===== src/rtl/seq_1010_pkg.sv =====
// Shared definitions for the 1010 serial link: FSM state encoding and sync preamble.
// Used by both the transmitter (seq_1010_tx) and the 1010 detector.
package seq_1010_pkg;

   typedef enum logic [1:0] {
      IDLE = 2'd0,
      SYNC = 2'd1,
      DATA = 2'd2,
      PAR  = 2'd3
   } state_e;

   localparam int unsigned             SYNC_LEN     = 4;
   localparam logic [SYNC_LEN-1:0]     SYNC_PATTERN = 4'b1010;

   // Bit counter must index both the preamble and the payload without wrapping.
   function automatic int unsigned cnt_width(input int unsigned width);
      return $clog2(width > SYNC_LEN ? width : SYNC_LEN);
   endfunction

endpackage


===== src/rtl/seq_1010_tx_piso_shift.sv =====
// Parallel-in serial-out payload register for seq_1010_tx: load, MSB-first shift,
// and a running even-parity XOR when SEQ_1010_TX_PARITY_EN is defined.
module piso_shift #(
   parameter int WIDTH = 8
) (
   input  logic             clk,
   input  logic             rst,
   input  logic             load_i,
   input  logic             shift_i,
   input  logic [WIDTH-1:0] din_i,
`ifdef SEQ_1010_TX_PARITY_EN
   output logic             par_o,
`endif
   output logic             msb_o
);

   logic [WIDTH-1:0] sreg_q, sreg_d;

   always_comb begin
      sreg_d = sreg_q;
      if (load_i)       sreg_d = din_i;
      else if (shift_i) sreg_d = sreg_q << 1;
   end

   // NOTE: sequential state uses non-blocking assignments so every register samples pre-edge values.
   always_ff @(posedge clk) begin
      if (rst) sreg_q <= '0;
      else     sreg_q <= sreg_d;
   end

   assign msb_o = sreg_q[WIDTH-1];

`ifdef SEQ_1010_TX_PARITY_EN
   logic par_q, par_d;

   // Accumulates each bit as it leaves, so after the last shift it holds XOR of the whole word.
   always_comb begin
      par_d = par_q;
      if (load_i)       par_d = 1'b0;
      else if (shift_i) par_d = par_q ^ sreg_q[WIDTH-1];
   end

   always_ff @(posedge clk) begin
      if (rst) par_q <= 1'b0;
      else     par_q <= par_d;
   end

   assign par_o = par_q;
`endif

endmodule


===== src/rtl/seq_1010_tx.sv =====
// Serial frame transmitter: 1010 preamble, payload MSB-first, optional even parity.
// Parity bit is compiled in with `define SEQ_1010_TX_PARITY_EN.
module seq_1010_tx
   import seq_1010_pkg::*;
#(
   parameter int WIDTH = 8
) (
   input  logic             clk,
   input  logic             rst,
   input  logic [WIDTH-1:0] din,
   input  logic             din_valid,
   output logic             din_ready,
   output logic             dout,
   output logic             dout_en,
   output logic [1:0]       cst
);

   localparam int unsigned      CNT_W     = cnt_width(WIDTH);
   localparam logic [CNT_W-1:0] SYNC_LAST = CNT_W'(SYNC_LEN - 1);
   localparam logic [CNT_W-1:0] DATA_LAST = CNT_W'(WIDTH - 1);

   state_e           state_q, state_d;
   logic [CNT_W-1:0] cnt_q, cnt_d;
   logic             dout_q, dout_d;
   logic             dout_en_q, dout_en_d;
   logic             din_ready_q, din_ready_d;
   logic             accept, shift, msb;
   logic [1:0]       sync_idx;

   assign accept   = din_valid && din_ready_q;
   // Preamble bit 0 goes out on the accept edge; counter value c selects bit c+1.
   assign sync_idx = 2'(SYNC_LEN - 2) - cnt_q[1:0];

`ifdef SEQ_1010_TX_PARITY_EN
   logic par;
`endif

   piso_shift #(.WIDTH(WIDTH)) u_piso (
      .clk     (clk),
      .rst     (rst),
      .load_i  (accept),
      .shift_i (shift),
      .din_i   (din),
`ifdef SEQ_1010_TX_PARITY_EN
      .par_o   (par),
`endif
      .msb_o   (msb)
   );

   // NOTE: every always_comb output gets a default first, so no path can infer a latch.
   always_comb begin
      state_d     = state_q;
      cnt_d       = cnt_q;
      dout_d      = 1'b0;
      dout_en_d   = 1'b1;
      din_ready_d = 1'b0;
      shift       = 1'b0;
      case (state_q)
         IDLE: begin
            dout_en_d   = 1'b0;
            din_ready_d = 1'b1;
            if (accept) begin
               state_d     = SYNC;
               cnt_d       = '0;
               dout_d      = SYNC_PATTERN[SYNC_LEN-1];
               dout_en_d   = 1'b1;
               din_ready_d = 1'b0;
            end
         end
         SYNC: begin
            if (cnt_q == SYNC_LAST) begin
               state_d = DATA;
               cnt_d   = '0;
               dout_d  = msb;
               shift   = 1'b1;
            end else begin
               cnt_d  = cnt_q + 1'b1;
               dout_d = SYNC_PATTERN[sync_idx];
            end
         end
         DATA: begin
            if (cnt_q == DATA_LAST) begin
               cnt_d = '0;
`ifdef SEQ_1010_TX_PARITY_EN
               state_d = PAR;
               dout_d  = par;
`else
               state_d     = IDLE;
               dout_en_d   = 1'b0;
               din_ready_d = 1'b1;
`endif
            end else begin
               cnt_d  = cnt_q + 1'b1;
               dout_d = msb;
               shift  = 1'b1;
            end
         end
         PAR: begin
            state_d     = IDLE;
            cnt_d       = '0;
            dout_en_d   = 1'b0;
            din_ready_d = 1'b1;
         end
      endcase
   end

   always_ff @(posedge clk) begin
      if (rst) begin
         state_q     <= IDLE;
         cnt_q       <= '0;
         dout_q      <= 1'b0;
         dout_en_q   <= 1'b0;
         din_ready_q <= 1'b1;
      end else begin
         state_q     <= state_d;
         cnt_q       <= cnt_d;
         dout_q      <= dout_d;
         dout_en_q   <= dout_en_d;
         din_ready_q <= din_ready_d;
      end
   end

   assign dout      = dout_q;
   assign dout_en   = dout_en_q;
   assign din_ready = din_ready_q;
   assign cst       = state_q;

endmodule

===== config.mk =====
export PLATFORM = sky130hd
export DESIGN_NAME = seq_1010_tx
export DESIGN_NICKNAME = d
export VERILOG_FILES = /design/src/rtl/seq_1010_pkg.sv /design/src/rtl/seq_1010_tx_piso_shift.sv /design/src/rtl/seq_1010_tx.sv
export SDC_FILE = /design/constraint.sdc
export NUM_CORES = 1
export LEC_CHECK = 0
export ABC_AREA = 1
export CORE_AREA = 4 4 57 59
export DETAILED_ROUTE_END_ITERATION = 6
export DIE_AREA = 0 0 61 63
export GPL_ROUTABILITY_DRIVEN = 0
export PLACE_DENSITY_LB_ADDON = 0.3
export SYNTH_ARGS = -nofsm -noshare
export SYNTH_HDL_FRONTEND = slang
export SYNTH_SLANG_ARGS = --single-unit
export TNS_END_PERCENT = 50

===== constraint.sdc =====
create_clock -name clk -period 3.2 [get_ports clk]
set_input_delay 0.32 -clock clk [delete_from_list [all_inputs] [get_ports clk]]
set_output_delay 0.32 -clock clk [all_outputs]
set_load 0.005 [all_outputs]

==> results.cfg <==
[run_status]
outcome = finished, final reports clean

[power]
power_leakage_nw = 0.546
powerDensity_nw_per_um2 = 468
ir_drop_mv = 0.296

[sta]
fin_worst_skew_ns = 0.00387
rsz0062_at_grt = false
final.setup.tns_ns = 0
fin_crit_sh_pct = 47.8
worst_slack_ns = 1.67
tightest_slew_ns = 0.360
fmax_mhz = 654
drv_slew = 0
hold_viol_final = 0
setup_viol = 0
slew_headroom_pct = 76.0
final.min_clock_period_ns = 1.53

[yosys]
synth_area_leader_cell = dfxtp_1
synth.area.top_cells = dfxtp_1, nand2_1, ha_1
synth_cells = 139
synth_nets = 159
ys_warn_count = 0
synth_common_cells = nand2_1, inv_1, dfxtp_1, nor2_1, ha_1
synth-seq-cells = 16
postSynthAreaPerCell_um2 = 6.74
ys_seq_area_share_pct = 34.2
synth_ff_type = dfxtp_1
synth-async-reset-ratio_pct = 0
synth_top_area_share_pct = 34.2
yosysMostFrequentCell = nand2_1
synth_edf_count = 0
synth.distinct_cells = 17
synthesis.area_um2 = 937

[worst_setup_path]
critical_path_arrival_ns = 1.21
crit_fanout = 5
path_cells = clkdlybuf4s50_1
cp_data_required_time_ns = 2.88
cp-start-kind = flip-flop
crit_buf_inv = 1
cp-end-kind = output port
cp_top_family = buffers and inverters
cp_slowest_stage_delay_ns = 0.53
cp_slowest_cell = clkdlybuf4s50_1
worstSetupPathType = reg2out

[floorplanning]
num_io_pins = 16
core_area_um2 = 2710
die_w_um = 61
die_area_um2 = 3840
start_util_pct = 34.6
die_h_um = 63
rows = 19

[routing]
viasPerCell = 4.57
wire_per_inst_um = 10.1
drtPass1Iterations = 6
vias = 850
drc_errors = 0
first_iter_violations = 23
wirelength_um = 1870
drtAntennaViolNets = 0

[cts]
cts_sinks = 16
clock_latency_ns = 0.29
cts.clk_slew.worst_paths_ns = 0.10
clockBufferDepth = 2
cts_tree = done
ctsResizeCount = 0
post-cts-setup-buffers = 0
numCtsBuffers = 3
holdBufCountCts = 0
cts-htree-levels = 1
cts_root_buffer = clkbuf_4

[grt]
grt-ovfl-total = 0
antenna_found_initial = 0
grt_max_degree = 14
track_usage_pct = 10.9
grt_pass1_wl_um = 3180
grt_pass1_vias = 747

[cells_and_area]
finish.utilization_pct = 41.9
n_antenna_cell = 0
syn_to_final_growth_pct = 21.1
nets = 176
drive_gt1_share_pct = 7.74

[placed_design]
portBuffers = 15
dpl.hpwl_um = 1400
place_ws_ns = 1.60

[job]
max-cap-violations = 0

[min_path]
hold_class = reg2reg
per-layer routing:
| metal | part of all wire (%) | track usage [%] |
|---|---|---|
| met3 | 7.9 | 5.37 |
| met4 | 0.96 | 3.25 |
| met1 | 47 | 13.5 |
| met2 | 44 | 16.4 |
| met5 | 0 | 0 |
path summary, 6_finish.rpt:
path | start | endpoint | slack (ns) | cells past startpoint
max | cst[1] | cst[1] | 1.67 | 1
min | u_piso.sreg_q[7] | dout | 0.48 | 2
max reg2reg | cnt_q[0] | u_piso.sreg_q[5] | 1.70 | 10
min reg2reg | u_piso.sreg_q[7] | dout | 0.48 | 2
cell usage in the layout, fill, tap and decap left out:
master and count:
a21oi_1 6, clkbuf_8 1, o21ai_0 4, dfxtp_1 16, nand3b_1 1, nand2_2 3
nor2_1 16, nand2_4 3, clkbuf_4 3, inv_1 18, clkdlybuf4s50_1 15, nand3_1 3
nand2_1 51, nand4_1 2, inv_2 2, ha_1 9, a31oi_1 2
through the flow:
step | instances | hold WS (ns) | total power, mW | instance area (µm²)
final | 186 | 0.475 | 0.532 | 1130
after global routing | 186 | 0.501 | 0.575 | 1130
after CTS | 186 | 0.480 | 0.541 | 1130
after detailed placement | 182 | 0.465 | 0.401 | 1100
after global placement | 182 | 0.467 | 0.400 | 1100
after floorplan | 139 | 0.389 | 0.352 | 937
power by group:
group	internal, mW	switching [mW]
sequential	0.222	0.0141
combinational	0.0685	0.0901
clock	0.0693	0.0675
sequential cells by signal (all words and copies together) (netlist names):
register	cells
din_ready	1
u_piso.sreg_q	8
dout	1
cnt_q	3
dout_en	1
cst	2
area by class of cell:
cell class	count	area, µm²
timing repair buffer	15	150
clock buffer	4	36.3
fill	296	1580
multi-input combinational	100	514
tap	31	38.8
inverter	20	75.1
sequential	16	320
cells by family after synthesis:
| family | after synthesis | synth area share (%) |
|---|---|---|
| flops | 16 | 34.2 |
| compound gates | 12 | 6.68 |
| buf+inv | 23 | 10.9 |
| simple gates | 79 | 36.2 |
| fa+ha+maj | 9 | 12.0 |
No activity file was read; power rests on OpenSTA's default activity.
